`src/rtl/rr_stream_arbiter.sv`:
```
// Round-robin packet arbiter: N_REQ valid/ready streams merged onto one
// registered output stream. A multi-beat packet holds its grant until last_i,
// so packets from different requesters are never interleaved.
module rr_stream_arbiter #(
    parameter int N_REQ  = 4,
    parameter int DATA_W = 32,
    parameter int ID_W   = $clog2(N_REQ)
) (
    input  logic                    clk,
    input  logic                    rst,
    input  logic [N_REQ-1:0]        valid_i,
    output logic [N_REQ-1:0]        ready_o,
    input  logic [N_REQ*DATA_W-1:0] data_i,
    input  logic [N_REQ-1:0]        last_i,
    output logic                    valid_o,
    input  logic                    ready_i,
    output logic [DATA_W-1:0]       data_o,
    output logic                    last_o,
    output logic [ID_W-1:0]         src_o,
    output logic                    busy_o
);

    typedef enum logic {
        IDLE   = 1'b0,
        LOCKED = 1'b1
    } state_t;

    state_t            state;
    logic [ID_W-1:0]   owner;
    logic [ID_W-1:0]   rr_ptr;

    logic              load_en;
    logic              hi_found;
    logic [ID_W-1:0]   hi_pick;
    logic              lo_found;
    logic [ID_W-1:0]   lo_pick;
    logic              sel_found;
    logic [ID_W-1:0]   sel;
    logic [DATA_W-1:0] sel_data;
    logic              sel_last;
    logic              xfer;
    logic [ID_W-1:0]   next_ptr;

    // The output register may accept a new beat when it is empty or draining.
    assign load_en = ~valid_o | ready_i;

    // Rotating priority search: lowest valid index at or above rr_ptr wins,
    // otherwise wrap around to the lowest valid index overall.
    always_comb begin
        hi_found = 1'b0;
        hi_pick  = '0;
        lo_found = 1'b0;
        lo_pick  = '0;
        for (int r = N_REQ - 1; r >= 0; r--) begin
            if (valid_i[r]) begin
                lo_found = 1'b1;
                lo_pick  = ID_W'(r);
                if (ID_W'(r) >= rr_ptr) begin
                    hi_found = 1'b1;
                    hi_pick  = ID_W'(r);
                end
            end
        end
    end

    // A locked packet owner keeps the grant even through valid bubbles.
    always_comb begin
        sel_found = 1'b0;
        sel       = '0;
        if (state == LOCKED) begin
            sel_found = 1'b1;
            sel       = owner;
        end else if (hi_found) begin
            sel_found = 1'b1;
            sel       = hi_pick;
        end else if (lo_found) begin
            sel_found = 1'b1;
            sel       = lo_pick;
        end
    end

    // Steer ready back to the selected requester and mux its data and last.
    always_comb begin
        ready_o  = '0;
        sel_data = '0;
        sel_last = 1'b0;
        for (int r = 0; r < N_REQ; r++) begin
            if (ID_W'(r) == sel) begin
                sel_data = data_i[r*DATA_W +: DATA_W];
                sel_last = last_i[r];
                if (!rst && load_en && sel_found) begin
                    ready_o[r] = 1'b1;
                end
            end
        end
    end

    assign xfer     = |(ready_o & valid_i);
    assign next_ptr = (sel == ID_W'(N_REQ - 1)) ? '0 : sel + ID_W'(1);

    // Packet-lock FSM; the pointer moves only when a packet ends.
    always_ff @(posedge clk) begin
        if (rst) begin
            state  <= IDLE;
            owner  <= '0;
            rr_ptr <= '0;
            busy_o <= 1'b0;
        end else if (xfer) begin
            case (state)
                IDLE: begin
                    if (!sel_last) begin
                        state  <= LOCKED;
                        owner  <= sel;
                        busy_o <= 1'b1;
                    end else begin
                        rr_ptr <= next_ptr;
                    end
                end
                LOCKED: begin
                    if (sel_last) begin
                        state  <= IDLE;
                        busy_o <= 1'b0;
                        rr_ptr <= next_ptr;
                    end
                end
                default: begin
                    state  <= IDLE;
                    busy_o <= 1'b0;
                end
            endcase
        end
    end

    // Output stage: capture a granted beat, empty on a consumed slot with no
    // new beat, and hold everything while downstream stalls.
    always_ff @(posedge clk) begin
        if (rst) begin
            valid_o <= 1'b0;
            data_o  <= '0;
            last_o  <= 1'b0;
            src_o   <= '0;
        end else if (load_en) begin
            valid_o <= xfer;
            if (xfer) begin
                data_o <= sel_data;
                last_o <= sel_last;
                src_o  <= sel;
            end
        end
    end

endmodule

```
`config.mk`:
```
export PLATFORM = sky130hd
export DESIGN_NAME = rr_stream_arbiter
export DESIGN_NICKNAME = d
export VERILOG_FILES = /design/src/rtl/rr_stream_arbiter.sv
export SDC_FILE = /design/constraint.sdc
export NUM_CORES = 1
export LEC_CHECK = 0
export ABC_CLOCK_PERIOD_IN_PS = 5900
export BUFFER_PORTS_ARGS = -buffer_cell sky130_fd_sc_hd__buf_2
export CAP_MARGIN = 20
export CORE_MARGIN = 4
export CORE_UTILIZATION = 40
export CTS_CLUSTER_SIZE = 40
export DETAILED_ROUTE_END_ITERATION = 12
export PLACE_DENSITY_LB_ADDON = 0.25
export SYNTH_ARGS = -nofsm -noshare
export SYNTH_HDL_FRONTEND = slang
export SYNTH_SLANG_ARGS = --single-unit
```
`constraint.sdc`:
```
create_clock -name clk -period 5.9 [get_ports clk]
set_input_delay 1.77 -clock clk [delete_from_list [all_inputs] [get_ports clk]]
set_output_delay 1.77 -clock clk [all_outputs]
set_load 0.01 [all_outputs]
```
Yosys cells after proc, flatten, opt, wreduce, memory -nomap -nowiden
Cells that the tools add are included.

Reductions and logical operators: 9. Eq/ne operators: 6. Multiplexer cells: 49. Add/subtract/negate cells: 1. Magnitude comparators: 4. Bitwise operators: 5.

Operator list (number): two-way mux 32 bit (4); two-way mux 2 bit (17); two-way mux 1 bit (27); AND reduction 3 bit (2); AND 4 bit (1); equality test 2 bit, first input constant (2); greater-or-equal comparator 1 x 2 -> 1 bit, first input constant (2); greater-or-equal comparator 2 bit, first input constant (2); AND reduction 2 bit (2); OR reduction 4 bit (1); inverter 1 bit (3); adder 2 x 1 -> 2 bit, second input constant (1); equality test 1 x 2 -> 1 bit, first input constant (1); equality test 2 bit, second input constant (1); logical AND 1 bit (2); logical NOT 2 bit (1); inequality test 2 x 1 -> 1 bit, second input constant (1); inequality test 2 bit, second input constant (1); case mux 1 bit (2 select lines) (1); logical NOT 1 bit (1); OR 1 bit (1).

Logic and storage cells: 82. Input bits: 139. Register bits: 42. Output and inout bits: 41.

Depth between registers and ports, before layout
Gate-level depths: netlist (run 1).

Word-level depth: 18. Depth in mapped cells: 13.

Worst setup path after synthesis (run 1)
No wires, ideal clock.

Kind: input port to output port. Start point: in valid_i[1]. End point: out ready_o[3]. Stages: 9. Setup slack: 0.547 ns. Required time: 4.130 ns. Arrival: 3.583 ns. Cells stage by stage: inv_1 o221a_1 a2111oi_2 a21oi_2 inv_1 ha_1 clkbuf_1 clkbuf_1 and2_1.

Elaborated cells on any way between the ends: 20.

RTL lines: start: declaration (RTL line 11) `input logic [N_REQ-1:0] valid_i,`; two-way mux 2 bit or two-way mux 1 bit (tied branches) (RTL line 55) `if (valid_i[r]) begin`; two-way mux 2 bit, or another cell as far along (RTL line 55); two-way mux 2 bit, or another cell as far along (RTL line 76) `end else if (lo_found) begin`; two-way mux 2 bit * (RTL line 73) `end else if (hi_found) begin`; two-way mux 2 bit * (RTL line 70) `if (state == LOCKED) begin`; named net sel[0] (RTL line 38) `logic [ID_W-1:0] sel;`; equality test 2 bit * (RTL line 88) `if (ID_W'(r) == sel) begin`; two-way mux 1 bit * (RTL line 88); end: declaration (RTL line 12) `output logic [N_REQ-1:0] ready_o,`.

The timed path passes the listed nets; every way through them passes the cells marked *.

Final worst setup path (run 1)
Start point: in valid_i[2]. End point: out ready_o[2].

Word-level cells in the longest chain between the ends: 10. Elaborated cells on any way between the ends: 26.

RTL lines: two-way mux 1 bit (RTL line 55); two-way mux 1 bit (RTL line 58) `if (ID_W'(r) >= rr_ptr) begin`; two-way mux 1 bit (RTL line 55); two-way mux 1 bit (RTL line 58); two-way mux 1 bit (RTL line 55); two-way mux 1 bit (RTL line 73); two-way mux 1 bit (RTL line 70); logical AND 1 bit (RTL line 91) `if (!rst && load_en && sel_found) begin`; two-way mux 1 bit (RTL line 91); two-way mux 1 bit * (RTL line 88).

Every way passes the cells marked *; elsewhere a longest branch is shown, timed or not.

==> Flow_metrics.wiki, run 1 <==
{| class="wikitable"
! Metric !! Value
|-
| Measured slew at the worst slew-check pin || 0.827 ns
|-
| Sum of overflow across all layers after global routing || 0
|-
| Final period demand of the worst path || 5.27 ns
|-
| # diodes || 0
|-
| Largest delay contributor family on the critical path || adder cells
|-
| Number of DRC markers after the initial detailed-route iteration || 127
|-
| Clock latency at the later pin of the worst-skew pair || 0.29 ns
|-
| Total power per unit cell area || roughly 330 nW/um^2
|-
| Post-layout instance count excluding filler cells || 572
|-
| Origin of the worst min-delay path || last_o
|-
| CORE AREA || between 6000 and 7000 sq um
|-
| Setup tns final || 0 ns
|-
| Number of distinct standard cells referenced by the synthesized netlist || 32
|-
| Highest ir drop seen on vdd || 0.170 mV
|-
| Layout-stage area growth over the synthesis result || 38.0%
|-
| Die extent in x || 88.9 um
|-
| Category of the worst setup path capture point || output pin
|-
| Status || finished clean
|-
| TritonCTS clock tree || built
|-
| Number of buffers inserted for hold repair after clock tree synthesis || 0
|-
| Clock transition at the registers of the reported paths || 0.08 ns
|-
| Inst Count DP || 565
|-
| Slack of the worst reg-to-reg path || 2.45 ns
|-
| Gp weighted congestion || between 0.7 and 0.8
|-
| Number of remaining DRC errors || 0
|-
| Total Routing Usage GR || 0.210
|-
| Final Hold Violating Endpoints || 0
|-
| Arrival @ worst endpoint || 3.50 ns
|-
| Highest Clock Rate || 190 MHz
|-
| Cell with the most instances after synthesis || sky130_fd_sc_hd__nor3_1
|-
| Total of flip-flops plus latches after synthesis || 42
|-
| Cells resized by post-CTS repair || 0
|-
| Number of buffers between clock root and the deepest sink || 2
|-
| Number of global-route vias before repair || 2952
|-
| Share of the synthesized area in the top cell type || 0.321
|-
| Post-synth EDFFs || 0
|-
| Startpoint Class || input port
|-
| Routed WL || 8.89 mm
|-
| Switching share of power || 0.411
|-
| Die H || 88.9 um
|-
| Critical Path Start || valid_i[2]
|-
| Area of the die || between 7000 and 8000 sq um
|-
| Pleak || approximately 1.7 nW
|-
| Seq pwr share || 0.321
|-
| Synth warn || 0
|-
| Relative slew margins || 0.449
|-
| Top cells by area, synth || sky130_fd_sc_hd__dfxtp_1, sky130_fd_sc_hd__nor3_1, sky130_fd_sc_hd__a221oi_1
|-
| Filler Cell Count || 633
|-
| Proportion of register bits with asynchronous set or reset after synthesis || 0
|-
| Number of sinks driven by the clock tree || 42
|-
| Worst-path cell with the longest stage delay || sky130_fd_sc_hd__ha_2
|-
| Remaining antenna violation count || 0
|-
| Startpoint of the most critical register-to-register path || rr_ptr[1]
|-
| Routed WL per cell || about 16 um
|-
| Number of violations of the max-capacitance limit || 0
|-
| Internal power || around 690 uW
|-
| Most Frequent Cell on Critical Path || sky130_fd_sc_hd__buf_2
|-
| Number of instances in the synthesized netlist || between 300 and 400
|-
| Critical path start-end classification || input port to output pin
|-
| Global-route wire length before repair || 13.3 mm
|-
| Net load switching power || 485 uW
|-
| Count of buffers inserted at the top-level ports || 179
|-
| Max incr delay on CP || 0.53 ns
|-
| Detailed-route vias per instance || 5.50
|-
| Post-Synthesis Mean Instance Area || roughly 7.8 sq um
|-
| CTS buffer count || 5
|-
| Detailed placer's ending HPWL || roughly 6.8 mm
|-
| CTS H-tree lvls || 2
|-
| Classification of the worst-slack hold path || register to register
|-
| CP Cell Sequence || buf_2, or2b_1, a21oi_1, a2111oi_2, a21oi_2, ha_2, and2_1, buf_2
|-
| Io pins || 180
|-
| Rows || 29
|-
| Unrepaired setup endpoints after global routing || false
|-
| Cell taking the most area after synthesis || sky130_fd_sc_hd__dfxtp_1
|-
| Initial standard-cell utilization of the core || 0.412
|-
| Final setup vio count || 0
|-
| Ranking of synthesized cells by instance count || sky130_fd_sc_hd__nor3_1, sky130_fd_sc_hd__dfxtp_1, sky130_fd_sc_hd__nor2_1
|-
| Part of the Yosys area used for sequential elements || 0.321
|-
| Peak fanout along the critical path || 28
|-
| Final number of max-transition violations || 0
|-
| Maximum number of pins on one net before global-route repair || approximately 70
|-
| Post-CTS Setup Inserts || 0
|-
| Layout Nets || between 600 and 700
|-
| Length of the first detailed-routing pass in iterations || 4
|-
| Share of layout cells above drive strength 1 || 0.412
|-
| Routed vias || 3146
|-
| Comb pwr share || 0.531
|-
| Critical Path RT || 4.13 ns
|-
| Netlist area before placement || 2620 sq um
|-
| Worst clock skew on the final layout || about 0.011 ns
|-
| Period utilisation layout || 0.892
|-
| Root Buffer Master || sky130_fd_sc_hd__clkbuf_8
|-
| Power share of the clock group || 0.148
|-
| Buffer and inverter count on the worst path || 2
|-
| Leading register cell type out of synthesis || sky130_fd_sc_hd__dfxtp_1
|-
| Number of nets in the synthesized netlist || ~480
|-
| Number of antenna violations at the first check in global routing || 0
|}
## layout make-up
type | instances | area (sq um) | area share
inverters | 4 | 15.0 | 0.00416
flip-flops and latches | 42 | 841 | 0.233
repair buffers | 188 | 963 | 0.267
multi-input cells | 254 | 1620 | 0.447
clock buffers | 5 | 68.8 | 0.0191
clock inverters | 2 | 10.0 | 0.00277
well taps | 77 | 96.3 | 0.0267
## flip-flops by register name, indices dropped and copies added (netlist names)
name / cells
rr_ptr: 2
busy_o: 1
last_o: 1
owner: 2
state: 1
data_o: 32
valid_o: 1
src_o: 2
## kinds of logic after synthesis
group                    after synthesis  share of synthesized area
buffers and inverters                 38                     0.0670
adder cells (fa/ha/maj)                4                     0.0191
AND/OR/NAND/NOR                      158                      0.310
multiplexers                           4                     0.0158
AO/OA/AOI/OAI                         88                      0.267
flip-flops                            42                      0.321
## worst reg2reg max path, stage by stage (launching register included)
cell,delay (ns)
sky130_fd_sc_hd__dfxtp_1,0.45
sky130_fd_sc_hd__o211ai_1,0.14
sky130_fd_sc_hd__a21oi_1,0.16
sky130_fd_sc_hd__nor3_1,0.08
sky130_fd_sc_hd__a21oi_1,0.28
sky130_fd_sc_hd__inv_1,0.12
sky130_fd_sc_hd__ha_2,0.34
sky130_fd_sc_hd__a22oi_1,0.39
sky130_fd_sc_hd__a211o_1,0.74
sky130_fd_sc_hd__buf_4,0.34
sky130_fd_sc_hd__nor2_1,0.07
sky130_fd_sc_hd__o21bai_1,0.13
sky130_fd_sc_hd__a21oi_1,0.07
## power groups by stage
stage	logic [mW]	clock network, mW	registers [mW]
final	0.626	0.174	0.379
after global routing	0.697	0.192	0.387
after CTS	0.633	0.180	0.379
after detailed placement	0.630	0	0.385
after global placement	0.619	0	0.383
after floorplan	0.412	0	0.407
## through the flow
stage / hold slack [ns] / setup WS [ns] / power (mW) / cell area [sq um] / utilization
after floorplan: 0.461 / 0.547 / 0.820 / 2620 / -
after global placement: 0.442 / 0.716 / 1.00 / 3530 / 0.556
after detailed placement: 0.450 / 0.615 / 1.01 / 3530 / 0.556
after CTS: 0.462 / 0.620 / 1.19 / 3610 / 0.568
after global routing: 0.498 / 0.431 / 1.28 / 3610 / 0.568
final: 0.457 / 0.635 / 1.18 / 3610 / 0.568
## path summary, 6_finish.rpt
kind / to / cells after the start
min: last_o / 2
max: ready_o[2] / 8
min reg2reg: last_o / 2
max reg2reg: busy_o / 12
## layout by cell type (no fill, tap or decap), drive strengths merged
cell	count
clkinv	2
nand2	4
buf	188
nand3b	2
or2b	2
o211ai	1
a211o	1
nor2	42
a211oi	37
inv	4
a2111oi	1
nor3	66
and2	4
o21ai	1
nor3b	1
dfxtp	42
o21a	1
a22oi	2
ha	4
clkbuf	5
nor2b	36
o21bai	2
o221a	1
mux2	1
a221oi	31
and3b	1
mux2i	3
a21oi	10
## routing by layer
metal,vias up,track usage,share of wire
met4,0,0.0440,0.0081
met1,1439,0.244,0.40
met2,133,0.384,0.49
met3,6,0.0577,0.10
li1,1568,-,-
met5,-,0,0
No activity file was read; power rests on OpenSTA's default activity.
==> run 2: changes to the inputs <==
Settings changed: CTS_CLUSTER_DIAMETER set to 60, REMOVE_ABC_BUFFERS set to 1, TNS_END_PERCENT set to 1.
==> run 2 against run 1 <==
  * Clock power increased by 5%
  * Wire length is 3.8% lower
  * Design area increased by 0.17%
  * Sequential power hardly changed
  * Highest routed layer unchanged
  * Sequential share of layout area about the same
  * Utilization up 0.099 points
==> Flow_metrics.wiki, run 2 (synthesized netlist as in run 1, its figures left out) <==
{| class="wikitable"
! Metric !! Value
|-
| Status || finished clean
|-
| Global-route wire length before repair || 12.6 mm (-5.7%)
|-
| CTS H-tree lvls || 2 (unchanged)
|-
| Filler Cell Count || 643 (+1.6%)
|-
| Detailed placer's ending HPWL || 6.41 mm (-5.7%)
|-
| Detailed-route vias per instance || 5.42 (-1.5%)
|-
| Routed WL per cell || 14.9 um (-3.9%)
|-
| Switching share of power || 0.412 (+0.000839)
|-
| Clock latency at the later pin of the worst-skew pair || 0.29 ns (about the same)
|-
| Measured slew at the worst slew-check pin || 0.714 ns (-0.113 ns)
|-
| Clock transition at the registers of the reported paths || 0.08 ns (about the same)
|-
| Peak fanout along the critical path || 6 (-79%)
|-
| Final Hold Violating Endpoints || 0 (unchanged)
|-
| Initial standard-cell utilization of the core || 0.412 (unchanged)
|-
| Number of violations of the max-capacitance limit || 0 (unchanged)
|-
| Number of buffers between clock root and the deepest sink || 2 (unchanged)
|-
| Number of antenna violations at the first check in global routing || 1 (+1)
|-
| Remaining antenna violation count || 0 (unchanged)
|-
| Worst Hold Margin || 0.463 ns (+0.00594 ns)
|-
| CORE AREA || 6350 sq um (unchanged)
|-
| Routed vias || 3104 (-1.3%)
|-
| Internal power || 693 uW (-0.17%)
|-
| Startpoint of the most critical register-to-register path || rr_ptr[1]
|-
| Layout Nets || 637 (-0.16%)
|-
| Count of buffers inserted at the top-level ports || 179 (unchanged)
|-
| R2r worst-path depth || 13 (+1)
|-
| Post-CTS Setup Inserts || 0 (unchanged)
|-
| Startpoint Class || input port
|-
| Classification of the worst-slack hold path || register to register
|-
| Highest ir drop seen on vdd || 0.188 mV (+10%)
|-
| Max reg flops || 32 (unchanged)
|-
| Total power per unit cell area || 326 nW/um^2 (-0.20%)
|-
| Origin of the worst min-delay path || last_o
|-
| Slack of the worst reg-to-reg path || 2.29 ns (-0.16 ns)
|-
| Endpoint of the lowest-slack register-to-register path || data_o[30]
|-
| Critical Path RT || 4.13 ns (about the same)
|-
| Final period demand of the worst path || 5.12 ns (-0.143 ns)
|-
| Highest Clock Rate || 195 MHz (+2.8%)
|-
| Category of the worst setup path capture point || output pin
|-
| Critical Path Start || valid_i[0]
|-
| Power share of the clock group || 0.154 (+0.006)
|-
| Register ranked first by flip-flop count || data_o
|-
| Number of remaining DRC errors || 0 (unchanged)
|-
| Layout-stage area growth over the synthesis result || 38.2%
|-
| Final setup vio count || 0 (unchanged)
|-
| Io pins || 180 (unchanged)
|-
| Share of layout cells above drive strength 1 || 0.412 (unchanged)
|-
| Arrival @ worst endpoint || 3.35 ns (-0.15 ns)
|-
| Relative slew margins || 0.522 (+0.0733)
|-
| Number of global-route vias before repair || 2773 (-6.1%)
|-
| Die extent in x || 88.9 um (unchanged)
|-
| Seq pwr share || 0.322 (about the same)
|-
| Post-layout instance count excluding filler cells || 573 (+0.17%)
|-
| FF+latch area || 841 sq um (unchanged)
|-
| Root Buffer Master || sky130_fd_sc_hd__clkbuf_8
|-
| Unrepaired setup endpoints after global routing || false
|-
| Maximum number of pins on one net before global-route repair || 69 (+1.5%)
|-
| Area of the die || 7900 sq um (unchanged)
|-
| Number of sinks driven by the clock tree || 42 (unchanged)
|-
| Pleak || 1.66 nW (-0.28%)
|-
| Endpoint of the worst hold path || last_o
|-
| Die H || 88.9 um (unchanged)
|-
| Number of buffers inserted for hold repair after clock tree synthesis || 0 (unchanged)
|-
| Gp weighted congestion || 0.855 (+13%)
|-
| Critical path start-end classification || input port to output pin
|-
| CTS buffer count || 5 (unchanged)
|-
| TritonCTS clock tree || built
|-
| Period utilisation layout || 0.868 (-0.0242)
|-
| Inst Count DP || 564 (-0.18%)
|-
| Comb pwr share || 0.524 (-0.007)
|-
| WHS Path Cells || 2 (unchanged)
|-
| Area of the multi-input gates || 1620 sq um (unchanged)
|-
| Total Routing Usage GR || 0.199 (-0.0111)
|-
| Number of DRC markers after the initial detailed-route iteration || 129 (+1.6%)
|-
| Net load switching power || 486 uW (+0.18%)
|-
| Length of the first detailed-routing pass in iterations || 5 (+1)
|-
| Most common cell after layout, fill and taps aside || sky130_fd_sc_hd__buf_2
|-
| Rows || 29 (unchanged)
|-
| Most frequent cells in the layout || sky130_fd_sc_hd__buf_2, sky130_fd_sc_hd__nor3_1, sky130_fd_sc_hd__nor2_1, sky130_fd_sc_hd__dfxtp_1
|-
| Worst clock skew on the final layout || 0.00925 ns (-0.00160 ns)
|-
| Routed WL || 8.55 mm (-3.8%)
|-
| Sum of overflow across all layers after global routing || 0 (unchanged)
|-
| Cells resized by post-CTS repair || 0 (unchanged)
|-
| Final number of max-transition violations || 0 (unchanged)
|}
run 2: worst max path at each step:
stage / endpoint / slack, ns / cells past startpoint
finish: ready_o[0] / 0.78 / 8
global route: ready_o[0] / 0.64 / 8
CTS: ready_o[0] / 0.81 / 8
detailed placement: data_o[4] / 0.71 / 13
global placement: data_o[28] / 0.83 / 13
floorplan: rr_ptr[0] / -0.33 / 10
run 2: power groups by stage:
stage / combinational (mW) / clock, mW / sequential [mW]
floorplan: 0.378 / 0 / 0.407
global placement: 0.611 / 0 / 0.382
detailed placement: 0.622 / 0 / 0.385
CTS: 0.623 / 0.188 / 0.379
global route: 0.693 / 0.201 / 0.387
finish: 0.618 / 0.182 / 0.380
run 2: area by class of cell:
| type | instances | area share |
|---|---|---|
| Multi-Input combinational cell | 254 | 0.447 |
| Clock inverter | 3 | 0.00588 |
| Clock buffer | 5 | 0.0190 |
| Sequential cell | 42 | 0.233 |
| Timing Repair Buffer | 187 | 0.264 |
| Inverter | 4 | 0.00415 |
| Antenna cell | 1 | 0.000692 |
| Tap cell | 77 | 0.0266 |
run 2: through the flow:
stage | worst slack, ns | power [mW] | cell area [sq um] | util | setup TNS, ns
after floorplan | -0.334 | 0.786 | 2460 | - | -1.10
after global placement | 0.827 | 0.992 | 3520 | 0.555 | 0
after detailed placement | 0.708 | 1.01 | 3520 | 0.555 | 0
after CTS | 0.806 | 1.19 | 3610 | 0.569 | 0
after global routing | 0.640 | 1.28 | 3620 | 0.569 | 0
final | 0.777 | 1.18 | 3620 | 0.569 | 0
run 2: worst max-delay path, stage by stage:
cell and delay (ns):
sky130_fd_sc_hd__buf_2 0.14, sky130_fd_sc_hd__or2b_1 0.26, sky130_fd_sc_hd__a21oi_1 0.15, sky130_fd_sc_hd__nor3_1 0.07, sky130_fd_sc_hd__a21oi_1 0.33, sky130_fd_sc_hd__ha_1 0.35
sky130_fd_sc_hd__and2_1 0.15, sky130_fd_sc_hd__buf_2 0.13
run 2: per-layer routing:
layer | part of all wire | GRT usage | vias to the layer above | wire, um
met2 | 0.49 | 0.354 | 131 | 4210
met4 | 0.020 | 0.0632 | 0 | 168
met1 | 0.39 | 0.235 | 1392 | 3330
met5 | 0 | 0 | - | 0
met3 | 0.098 | 0.0466 | 17 | 836
li1 | - | - | 1564 | -
